### config.mk
export PLATFORM = sky130hd
export DESIGN_NAME = router_tx
export DESIGN_NICKNAME = d
export VERILOG_FILES = /design/src/rtl/router_pkg.sv /design/src/rtl/router_tx_fifo.sv /design/src/rtl/router_tx.sv
export SDC_FILE = /design/constraint.sdc
export NUM_CORES = 1
export LEC_CHECK = 0
export ABC_AREA = 1
export CORE_UTILIZATION = 40
export DETAILED_ROUTE_END_ITERATION = 7
export DONT_BUFFER_PORTS = 1
export MAX_ROUTING_LAYER = met4
export PLACE_DENSITY_LB_ADDON = 0.3
export SETUP_SLACK_MARGIN = 0.2
export SLEW_MARGIN = 20
export SYNTH_ARGS = -nofsm -noshare
export SYNTH_HDL_FRONTEND = slang
export SYNTH_SLANG_ARGS = --single-unit
### constraint.sdc
create_clock -name clk -period 3.8 [get_ports clk]
set_input_delay 0.19 -clock clk [delete_from_list [all_inputs] [get_ports clk]]
set_output_delay 0.19 -clock clk [all_outputs]
set_load 0.01 [all_outputs]
### src/rtl/router_pkg.sv
// Shared definitions for the router transmit path: phit width, phit type
// encodings, FSM state enumeration and the request length normaliser.
package router_pkg;

    localparam int PHIT_W = 18;

    localparam logic [1:0] PT_IDLE = 2'b00;
    localparam logic [1:0] PT_HEAD = 2'b01;
    localparam logic [1:0] PT_BODY = 2'b10;
    localparam logic [1:0] PT_TAIL = 2'b11;

    typedef enum logic [1:0] {
        ST_IDLE = 2'd0,
        ST_HEAD = 2'd1,
        ST_BODY = 2'd2
    } state_t;

    // A zero length still sends one body phit; oversize requests are clamped.
    function automatic logic [3:0] eff_len(input logic [3:0] len, input logic [3:0] max_len);
        if (len == 4'd0)
            return 4'd1;
        if (len > max_len)
            return max_len;
        return len;
    endfunction

endpackage

### src/rtl/router_tx_fifo.sv
// Payload FIFO for router_tx: DEPTH entries, pointers carry one extra wrap bit
// so full and empty can be told apart without a separate occupancy counter.
module router_tx_fifo #(
    parameter int DEPTH = 8,
    parameter int WIDTH = 16
) (
    input  logic             clk,
    input  logic             rst,
    input  logic             push_valid,
    output logic             push_ready,
    input  logic [WIDTH-1:0] push_data,
    input  logic             pop,
    output logic [WIDTH-1:0] pop_data,
    output logic             empty
);
    localparam int AW = $clog2(DEPTH);

    logic [WIDTH-1:0] mem [DEPTH];
    logic [AW:0]      wr_ptr_reg;
    logic [AW:0]      rd_ptr_reg;
    logic             full;
    logic             push_en;
    logic             pop_en;

    assign empty      = (wr_ptr_reg == rd_ptr_reg);
    assign full       = (wr_ptr_reg[AW] != rd_ptr_reg[AW]) &&
                        (wr_ptr_reg[AW-1:0] == rd_ptr_reg[AW-1:0]);
    assign push_ready = !full;
    assign push_en    = push_valid && !full;
    assign pop_en     = pop && !empty;
    assign pop_data   = mem[rd_ptr_reg[AW-1:0]];

    always_ff @(posedge clk) begin
        if (push_en)
            mem[wr_ptr_reg[AW-1:0]] <= push_data;
    end

    always_ff @(posedge clk) begin
        if (rst) begin
            wr_ptr_reg <= '0;
            rd_ptr_reg <= '0;
        end else begin
            if (push_en)
                wr_ptr_reg <= wr_ptr_reg + 1'b1;
            if (pop_en)
                rd_ptr_reg <= rd_ptr_reg + 1'b1;
        end
    end

endmodule

### src/rtl/router_tx.sv
// Source-routed packet transmitter: head phit carries the route, body phits are
// drained from the payload FIFO. Define ROUTER_TX_STATS_EN to enable pkt_count.
module router_tx
    import router_pkg::*;
#(
    parameter int DEPTH   = 8,
    parameter int MAX_LEN = 8
) (
    input  logic              clk,
    input  logic              rst,
    input  logic              req_valid,
    output logic              req_ready,
    input  logic [15:0]       req_route,
    input  logic [3:0]        req_len,
    input  logic              dat_valid,
    output logic              dat_ready,
    input  logic [15:0]       dat_word,
    output logic [PHIT_W-1:0] o,
    output logic              busy,
    output logic [15:0]       pkt_count
);
    state_t              state_reg;
    logic [15:0]         route_reg;
    logic [3:0]          remain_reg;
    logic [PHIT_W-1:0]   o_reg;
    logic                fifo_empty;
    logic                fifo_pop;
    logic [15:0]         fifo_data;
    logic                last_phit;

    assign fifo_pop  = (state_reg == ST_BODY) && !fifo_empty;
    assign last_phit = (remain_reg == 4'd1);
    assign req_ready = (state_reg == ST_IDLE);
    assign busy      = (state_reg != ST_IDLE);
    assign o         = o_reg;

    router_tx_fifo #(
        .DEPTH (DEPTH),
        .WIDTH (16)
    ) u_fifo (
        .clk        (clk),
        .rst        (rst),
        .push_valid (dat_valid),
        .push_ready (dat_ready),
        .push_data  (dat_word),
        .pop        (fifo_pop),
        .pop_data   (fifo_data),
        .empty      (fifo_empty)
    );

    always_ff @(posedge clk) begin
        if (rst) begin
            state_reg  <= ST_IDLE;
            route_reg  <= '0;
            remain_reg <= '0;
            o_reg      <= '0;
        end else begin
            case (state_reg)
                ST_IDLE: begin
                    o_reg <= '0;
                    if (req_valid) begin
                        route_reg  <= req_route;
                        remain_reg <= eff_len(req_len, 4'(MAX_LEN));
                        state_reg  <= ST_HEAD;
                    end
                end
                ST_HEAD: begin
                    o_reg     <= {PT_HEAD, route_reg};
                    state_reg <= ST_BODY;
                end
                ST_BODY: begin
                    // An empty FIFO stalls the packet indefinitely with idle phits.
                    if (!fifo_empty) begin
                        o_reg      <= {(last_phit ? PT_TAIL : PT_BODY), fifo_data};
                        remain_reg <= remain_reg - 4'd1;
                        if (last_phit)
                            state_reg <= ST_IDLE;
                    end else begin
                        o_reg <= '0;
                    end
                end
                default: begin
                    o_reg     <= '0;
                    state_reg <= ST_IDLE;
                end
            endcase
        end
    end

`ifdef ROUTER_TX_STATS_EN
    logic [15:0] pkt_count_reg;

    always_ff @(posedge clk) begin
        if (rst)
            pkt_count_reg <= '0;
        else if (fifo_pop && last_phit)
            pkt_count_reg <= pkt_count_reg + 16'd1;
    end

    assign pkt_count = pkt_count_reg;
`else
    assign pkt_count = '0;
`endif

endmodule
==> results of run 1 <==
cells in the mapped netlist:
library cell and number:
a21oi_1 30, a22oi_1 1, buf_1 2, buf_2 6, buf_4 23, buf_6 1, clkbuf_1 17, conb_1 1
dfxtp_1 51, edfxtp_1 128, ha_1 9, inv_1 18, inv_2 7, inv_4 1, nand2_1 151, nand2_2 3
nand2_4 2, nand2_8 1, nand3_1 7, nand3_2 4, nand3b_1 2, nand4_1 1, nor2_1 180, nor2_4 2
nor3_1 1, o21ai_0 41, o21ai_1 43, o21bai_1 1, or2_2 1, xnor2_1 1, xor2_1 4
power breakdown:
group / internal [mW] / leakage [nW] / switching [mW]
logic: 0.343 / 1.33 / 0.720
clock network: 0.938 / 0.294 / 0.715
registers: 2.22 / 1.58 / 0.0703
total: 3.50 / 3.21 / 1.51
repair_timing:
item                                   in CTS  in global routing
hold buffers                               35                  0
endpoints found under the hold margin     152                  0
gates resized for setup                     0                  0
through the flow:
step           std cells  area, µm²  utilization, %
6_report            1015       8509           47.05
5_1_grt             1015       8509           47.05
4_1_cts             1015       8509           47.05
3_5_place_dp         948       7591           41.97
3_3_place_gp         948       7591           41.97
2_1_floorplan        755       7486               -
cell type report:
class                           count  share of cell area, %
Clock inverter                     11                 0.8381
Inverter                           26                  1.176
Sequential cell                   179                  57.18
Tap cell                          229                  3.367
Timing Repair Buffer               48                  5.264
Clock buffer                       21                  5.837
Multi-Input combinational cell    501                  26.33
cells by family after synthesis:
| kind of cell | synth area share [%] |
|---|---|
| adder cells (fa/ha/maj) | 1.516 |
| other | 0.05047 |
| AO/OA/AOI/OAI | 7.882 |
| XOR/XNOR | 0.5894 |
| flip-flops | 65.48 |
| AND/OR/NAND/NOR | 19.30 |
| buffers and inverters | 5.187 |
how the worst max path moves through the flow:
stage                              start          endpoint  slack, ns  cells after the start
floorplan           u_fifo.wr_ptr_reg[1]  u_fifo.mem[6][0]       1.20                      8
global placement                    flop              o[1]       1.75                     10
detailed placement                  flop             o[11]       1.72                     10
CTS                                 flop              o[1]       1.70                     10
global route                        flop             o[15]       1.52                     10
finish                              flop              o[1]       1.69                     10
worst max-delay path, cell delays in order (launching register included):
cell and delay, ns:
dfxtp_1 0.31, buf_4 0.38, inv_1 0.33, buf_4 0.31, nor2_1 0.14, o21ai_0 0.10
nand2_1 0.07, nand2_1 0.05, nand2_1 0.13, nand2_1 0.07, a21oi_1 0.12
routing by layer:
metal / track usage (%) / vias to the layer above
li1: - / 2491
met1: 21.04 / 2296
met2: 28.54 / 124
met3: 4.988 / 15
met4: 7.924 / 0
met5: - / -
==> results.cfg, run 1 <==
[routing]
top_layer_used = met4
drt-pass1-iter-count = 7
num_vias = 4926
dr_wl_met3_um = 783
ant_nets = 0
met1Wirelength_um = 6749
met2_length_um = 7636
drc = 12
via_per_inst = 4.853
wl_um = 15430
routedWlPerCell_um = 15.20
drt_first_iter_violations = 406

[timing]
worst_pin_slew_ns = 0.8126
fin_crit_sh_pct = 55.65
min_period_ns = 2.115
hold_slack_ns = 0.09920
finalClockSkew_ns = 0.01096
rsz0062_at_grt = false
relSlewSlack_pct = 45.75
final.setup.tns_ns = 0
finalHoldViolCount = 0
fmax_ghz = 0.4729
report.final.slew_viol_count = 0
layout_setup_ws_ns = 1.685
setup_viol = 0

[finish]
ff_latch_area_mm2 = 0.004866
largest_register_ffs = 128
fillCellCount = 1620
nNetsFinal = 822
multiInputGateArea_mm2 = 0.002241
area_growth_pct = 14.53
layout_common_cells = nor2_1, nand2_1, edfxtp_1, dfxtp_1, o21ai_1
mostFrequentLayoutCell = nor2_1
drive_above_1_share_pct = 8.524
antenna_cells = 0

[power_and_ir_drop]
p_leak_nw = 3.206
ir_drop_mv = 0.3369
power_density_mw_per_mm2 = 588.6
p_total_mw = 5.009

[worst_setup_path]
required_ns = 4.14
r2r_slack_ns = 1.69
worstPathArrival_ns = 2.46
critPathMaxFanout = 33
criticalPathCategory = reg2reg
r2r-end = o[1]
start_kind = flop
cp-end-kind = flop
worstRegToRegCells = 10

[synthesis]
synth_top_area_share_pct = 51.73
syn_inst = 740
ys_seq_area_share_pct = 65.48
synth_largest_area_cell = edfxtp_1
syn-cell-area_mm2 = 0.007430
synthTopCellsByArea = edfxtp_1, dfxtp_1, nor2_1
synth_seq_cells = 179
yosys_warnings = 0
syn_avg_cell_area_um2 = 10.04
synth_cell_type_count = 31

[placement]
port_buffers = 0
gp_congestion = 0.8069
dp_hpwl_um = 9139
place_ws_ns = 1.721

[grt]
grt-ovfl-total = 0
first_global_vias = 4700
track_usage_pct = 17.84
grt_max_degree = 65
grt_pass1_wl_um = 24590
antenna_found_initial = 0

[floorplanning]
initial_core_util_pct = 41.08
io_pins = 77
rows = 49
core_mm2 = 0.01809
die-area_mm2 = 0.01912
fp.dieH_um = 138.3
die_x_um = 138.3

[hold_path]
min_from = req_len[2]
min_to = remain_reg[2]
hold_class = in2reg
whs_path_depth = 6

[cts]
clockBufferDepth = 2
cts_buffers = 17
cts_setup_buffers = 0
clk_latency_ns = 0.43
clkTransAtPathRegs_ns = 0.06
cts_max_level = 4
cts_root_buf = clkbuf_16
cts_tree = built
cts.sinks = 179

[run_status]
violations = DRC
outcome = finished with violations

[job]
drv_cap = 0
(Power assumes the default switching activity.)
==> inputs of run 2 (changes only) <==
--- a/config.mk
+++ b/config.mk
@@ -5,7 +5,7 @@
 export SDC_FILE = /design/constraint.sdc
 export NUM_CORES = 1
 export LEC_CHECK = 0
-export ABC_AREA = 1
+export ABC_AREA = 0
 export CORE_UTILIZATION = 40
 export DETAILED_ROUTE_END_ITERATION = 7
 export DONT_BUFFER_PORTS = 1
==> constraint.sdc (replaced) <==
create_clock -name clk -period 2.1 [get_ports clk]
set_input_delay 0.105 -clock clk [delete_from_list [all_inputs] [get_ports clk]]
set_output_delay 0.105 -clock clk [all_outputs]
set_load 0.01 [all_outputs]
==> results.cfg, run 2 <==
[synthesis]
synth_cell_type_count = 41
synth_edf_count = 128
syn_avg_cell_area_um2 = 15.64
synth_seq_cells = 179
synth_largest_area_cell = edfxtp_1
yosysMostFrequentCell = edfxtp_1
synthTopCellsByArea = edfxtp_1, dfxtp_1, mux4_2
synth_common_cells = edfxtp_1, dfxtp_1, nand2_1
synth_top_flop_cell = edfxtp_1
ys_seq_area_share_pct = 68.37
yosys_warnings = 0
syn_inst = 455
synth_top_area_share_pct = 54.02
synthArstFlopShare_pct = 0
syn-cell-area_mm2 = 0.007116

[finish]
nNetsFinal = 562
drive_above_1_share_pct = 23.38
mostFrequentLayoutCell = edfxtp_1
largest_register_ffs = 128
layout_common_cells = edfxtp_1, nand2_1, dfxtp_1, dlygate4sd3_1, mux4_2
utilization_pct = 49.55
fillCellCount = 1391
ff_latch_area_mm2 = 0.004868
area_growth_pct = 20.87
design_area_mm2 = 0.008601
multiInputGateArea_mm2 = 0.002172

[cts]
cts_tree = built
clkTransAtPathRegs_ns = 0.06
clk_latency_ns = 0.43
cts_max_level = 4
clockBufferDepth = 2
cts_root_buf = clkbuf_16
cts_buffers = 17
cts.sinks = 179

[power_and_ir_drop]
p_leak_nw = 2.878
ir_drop_mv = 0.6228
power.internal_mw = 6.087
pwr-share-seq_pct = 49.8
power_density_mw_per_mm2 = 946.3
p_sw_mw = 2.052
p_clk_share_pct = 36.7
combPwrFrac_pct = 13.4
swShare_pct = 25.21
p_total_mw = 8.139

[timing]
final.setup.tns_ns = 0
relSlewSlack_pct = 64.16
finalHoldViolCount = 0
fmax_ghz = 0.5428
worst_pin_slew_ns = 0.5307
hold_slack_ns = 0.03509
setup_viol = 0
rsz0062_at_grt = false
report.final.slew_viol_count = 0
finalClockSkew_ns = 0.009171
min_period_ns = 1.842
fin_crit_sh_pct = 87.74

[routing]
ant_nets = 0
via_per_inst = 5.020
num_vias = 3785
routedWlPerCell_um = 18.54
drt_first_iter_violations = 222
drc = 0
wl_um = 13980
drt-pass1-iter-count = 4

[grt]
grt-ovfl-total = 0
antenna_found_initial = 3
grt_pass1_wl_um = 21710
track_usage_pct = 16.94
grt_max_degree = 40
first_global_vias = 3838

[floorplanning]
initial_core_util_pct = 41.00
die-area_mm2 = 0.01833
core_mm2 = 0.01736
fp.dieH_um = 135.4
die_x_um = 135.4
rows = 48
io_pins = 77

[worst_setup_path]
required_ns = 2.27
critPathTopFamily = compound AO/OA/AOI/OAI gates
critPathMaxFanout = 16
cp-end-kind = flop
cp_slowest_stage_delay_ns = 0.54
crit_top_cell = buf_4
r2r_slack_ns = 0.26
start_kind = flop
criticalPathCategory = reg2reg
worstPathBufferInverterCount = 2
worstPathArrival_ns = 2.01
worstPathCellList = xor2_4 -> buf_4 -> o41ai_4 -> nor3_4 -> buf_4
critPathSlowestCell = o41ai_4

[placement]
gp_congestion = 0.7695
post_dp_cell_area_mm2 = 0.007505
port_buffers = 0
dp_hpwl_um = 9066

[hold_path]
hold_class = in2reg

[run_status]
outcome = finished clean

[job]
drv_cap = 0
run 2: logic make-up after synthesis:
| logic type | count (synthesis) | share of synthesized area, % |
|---|---|---|
| other | 1 | 0.05270 |
| buffers and inverters | 47 | 3.640 |
| multiplexers | 56 | 13.52 |
| adder cells (fa/ha/maj) | 9 | 1.583 |
| AND/OR/NAND/NOR | 102 | 6.717 |
| XOR/XNOR | 7 | 1.178 |
| AO/OA/AOI/OAI | 54 | 4.941 |
| flip-flops | 179 | 68.37 |
run 2: worst paths after layout:
| kind | cells after the start | startpoint | endpoint |
|---|---|---|---|
| hold / removal | 3 | req_valid | remain_reg[3] |
| hold reg to reg | 2 | route_reg[14] | o[14] |
| setup / recovery | 5 | u_fifo.wr_ptr_reg[0] | u_fifo.mem[7][15] |
| setup reg to reg | 5 | u_fifo.wr_ptr_reg[0] | u_fifo.mem[7][15] |
run 2: layout make-up:
cell class              instances  share of cell area [%]
repair buffers                 63                   7.972
inverters                       8                  0.3491
clock buffers                  18                   4.990
flip-flops and latches        179                   56.60
well taps                     225                   3.273
clock inverters                14                   1.469
diodes                          3                 0.08729
multi-input cells             244                   25.25
run 2: what timing repair did:
item / CTS / global route
buffers inserted: 2 / 5
setup endpoints to repair: 96 / 97
cloned: 0 / 0
resized for setup: 5 / 3
pin swaps: 1 / 5
hold buffers: 36 / 0
hold endpoints to repair: 163 / 0
run 2: routing by layer:
layer  share of wire (%)  track usage [%]  up-vias
met5                   0                -        -
met4                 1.1            5.805        0
met3                 5.8            5.163       12
met2                  46            24.22      111
met1                  47            22.86     1869
li1                    -                -     1793
run 2: worst reg2reg max path, cell delays in order, from the launching register on:
cell and delay (ns):
dfxtp_1 0.37, xor2_4 0.20, buf_4 0.16, o41ai_4 0.54
nor3_4 0.08, buf_4 0.23
run 2: through the flow:
step                      setup WS [ns]  instances
final                            0.2576        754
after global routing             0.2069        754
after CTS                        0.1915        746
after detailed placement       -0.03122        676
after global placement          0.04494        676
after floorplan                  0.1704        470
run 2: power by group through the flow:
stage | clock network (mW) | logic, mW | registers (mW)
after floorplan | 0 | 0.764 | 4.11
after global placement | 0 | 0.943 | 4.13
after detailed placement | 0 | 0.957 | 4.14
after global routing | 3.21 | 1.22 | 4.07
after CTS | 3.07 | 1.08 | 4.06
final | 2.99 | 1.09 | 4.05
==> inputs of run 3 (changes only) <==
--- a/config.mk
+++ b/config.mk
@@ -6,6 +6,8 @@
 export NUM_CORES = 1
 export LEC_CHECK = 0
 export ABC_AREA = 0
+export CELL_PAD_IN_SITES_DETAIL_PLACEMENT = 0
+export CELL_PAD_IN_SITES_GLOBAL_PLACEMENT = 2
 export CORE_UTILIZATION = 40
 export DETAILED_ROUTE_END_ITERATION = 7
 export DONT_BUFFER_PORTS = 1
==> results.cfg, run 3 (synthesized netlist as in run 2, its figures left out) <==
[run_status]
outcome = finished clean

[floorplanning]
fp.dieH_um = 135.4
die-area_mm2 = 0.01833
io_pins = 77
rows = 48
initial_core_util_pct = 41.00
core_mm2 = 0.01736
die_x_um = 135.4

[timing]
fin_crit_sh_pct = 86.58
rsz0062_at_grt = false
report.final.slew_viol_count = 0
layout_setup_ws_ns = 0.2818
hold_slack_ns = 0.02032
finalClockSkew_ns = 0.008583
fmax_ghz = 0.5500
min_period_ns = 1.818
finalHoldViolCount = 0
setup_viol = 0

[finish]
area_growth_pct = 22.45
layout_common_cells = edfxtp_1, nand2_1, dfxtp_1, dlygate4sd3_1, mux4_2
mostFrequentLayoutCell = edfxtp_1
multiInputGateArea_mm2 = 0.002181
fillCellCount = 1459
largest_register_ffs = 128
nNetsFinal = 567
ff_latch_area_mm2 = 0.004868
drive_above_1_share_pct = 25.05

[worst_setup_path]
cp_slowest_stage_delay_ns = 0.55
worstPathArrival_ns = 2.00
cp-end-kind = flop
worstPathCellList = xor2_4 -> or4_4 -> nand3_2 -> nor3_4 -> buf_12
start_kind = flop
critPathSlowestCell = or4_4
critPathMaxFanout = 16
criticalPathCategory = reg2reg
critPathTopFamily = simple AND/OR/NAND/NOR gates
required_ns = 2.29
worstPathBufferInverterCount = 1

[routing]
ant_nets = 0
drt-pass1-iter-count = 4
wl_um = 14200
drc = 0
drt_first_iter_violations = 182
num_vias = 3807
routedWlPerCell_um = 18.75
via_per_inst = 5.029

[grt]
grt_pass1_wl_um = 21710
grt-ovfl-total = 0
first_global_vias = 3778
grt_max_degree = 41
antenna_found_initial = 1
track_usage_pct = 17.14

[cts]
cts_tree = built
clk_latency_ns = 0.43
clockBufferDepth = 2
cts.sinks = 179
cts_max_level = 4
cts_buffers = 17
clkTransAtPathRegs_ns = 0.07
cts_root_buf = clkbuf_16

[placement]
port_buffers = 0
gp_congestion = 0.7835
place_ws_ns = -0.03297
dp_hpwl_um = 9357

[power_and_ir_drop]
ir_drop_mv = 0.6122
power_density_mw_per_mm2 = 978.0
p_leak_nw = 2.942

[hold_path]
hold_class = in2reg

[job]
drv_cap = 0
[run 3: cell count changes in the layout (fill, tap and decap cells not counted), moves of 2 or more]
cell        change
buf_4           +6
inv_8           +4
clkinv_2        -3
clkinv_8        +2
clkinvlp_4      -2
diode_2         -2
[run 3: per-layer routing]
metal	wire (µm)	global-route usage, %
met5	0	-
met2	6421	24.36
met3	747	3.741
met4	145	6.180
met1	6882	24.17
[run 3: worst paths after layout]
path                                     endpoint  slack (ns)                  from  cells past startpoint
worst max-delay path            u_fifo.mem[0][15]        0.28  u_fifo.rd_ptr_reg[2]                      5
worst max register to register  u_fifo.mem[0][15]        0.28  u_fifo.rd_ptr_reg[2]                      5
worst min-delay path                remain_reg[0]        0.02            req_len[3]                      4
worst min register to register       route_reg[5]        0.46          route_reg[5]                      2
[run 3: stage by stage]
step	util, %	power (mW)	area [µm²]	TNS, ns	std cells
2_1_floorplan	-	4.869	7264	0	470
3_3_place_gp	43.54	5.152	7557	0	683
3_5_place_dp	43.54	5.159	7557	-0.5091	683
4_1_cts	49.50	8.591	8592	0	751
5_1_grt	50.20	8.897	8713	0	757
6_report	50.20	8.522	8713	0	757
[run 3: what timing repair did]
action,4_1_cts,5_1_grt
endpoints found under the hold margin,165,0
endpoints found under the setup margin,96,97
gates resized for setup,5,5
hold buffers,35,0
cloned,0,0
pin swaps,1,5
setup buffers,1,5
[run 3: layout make-up]
| type | count | share of cell area [%] |
|---|---|---|
| Sequential cell | 179 | 55.87 |
| Multi-Input combinational cell | 244 | 25.03 |
| Timing Repair Buffer | 68 | 8.271 |
| Clock buffer | 17 | 4.882 |
| Tap cell | 225 | 3.231 |
| Clock inverter | 15 | 2.341 |
| Inverter | 8 | 0.3446 |
| Antenna cell | 1 | 0.02872 |
[run 3: tightest hold or removal path: cells and delay by family]
| kind | cells | cell delay (ns) |
|---|---|---|
| compound gates | 2 | 0.16 |
| simple gates | 2 | 0.14 |
[run 3: report_power, final]
| group | internal [mW] | switching (mW) |
|---|---|---|
| clock network | 1.84 | 1.48 |
| registers | 3.96 | 0.0946 |
| logic | 0.515 | 0.641 |
| total | 6.31 | 2.21 |
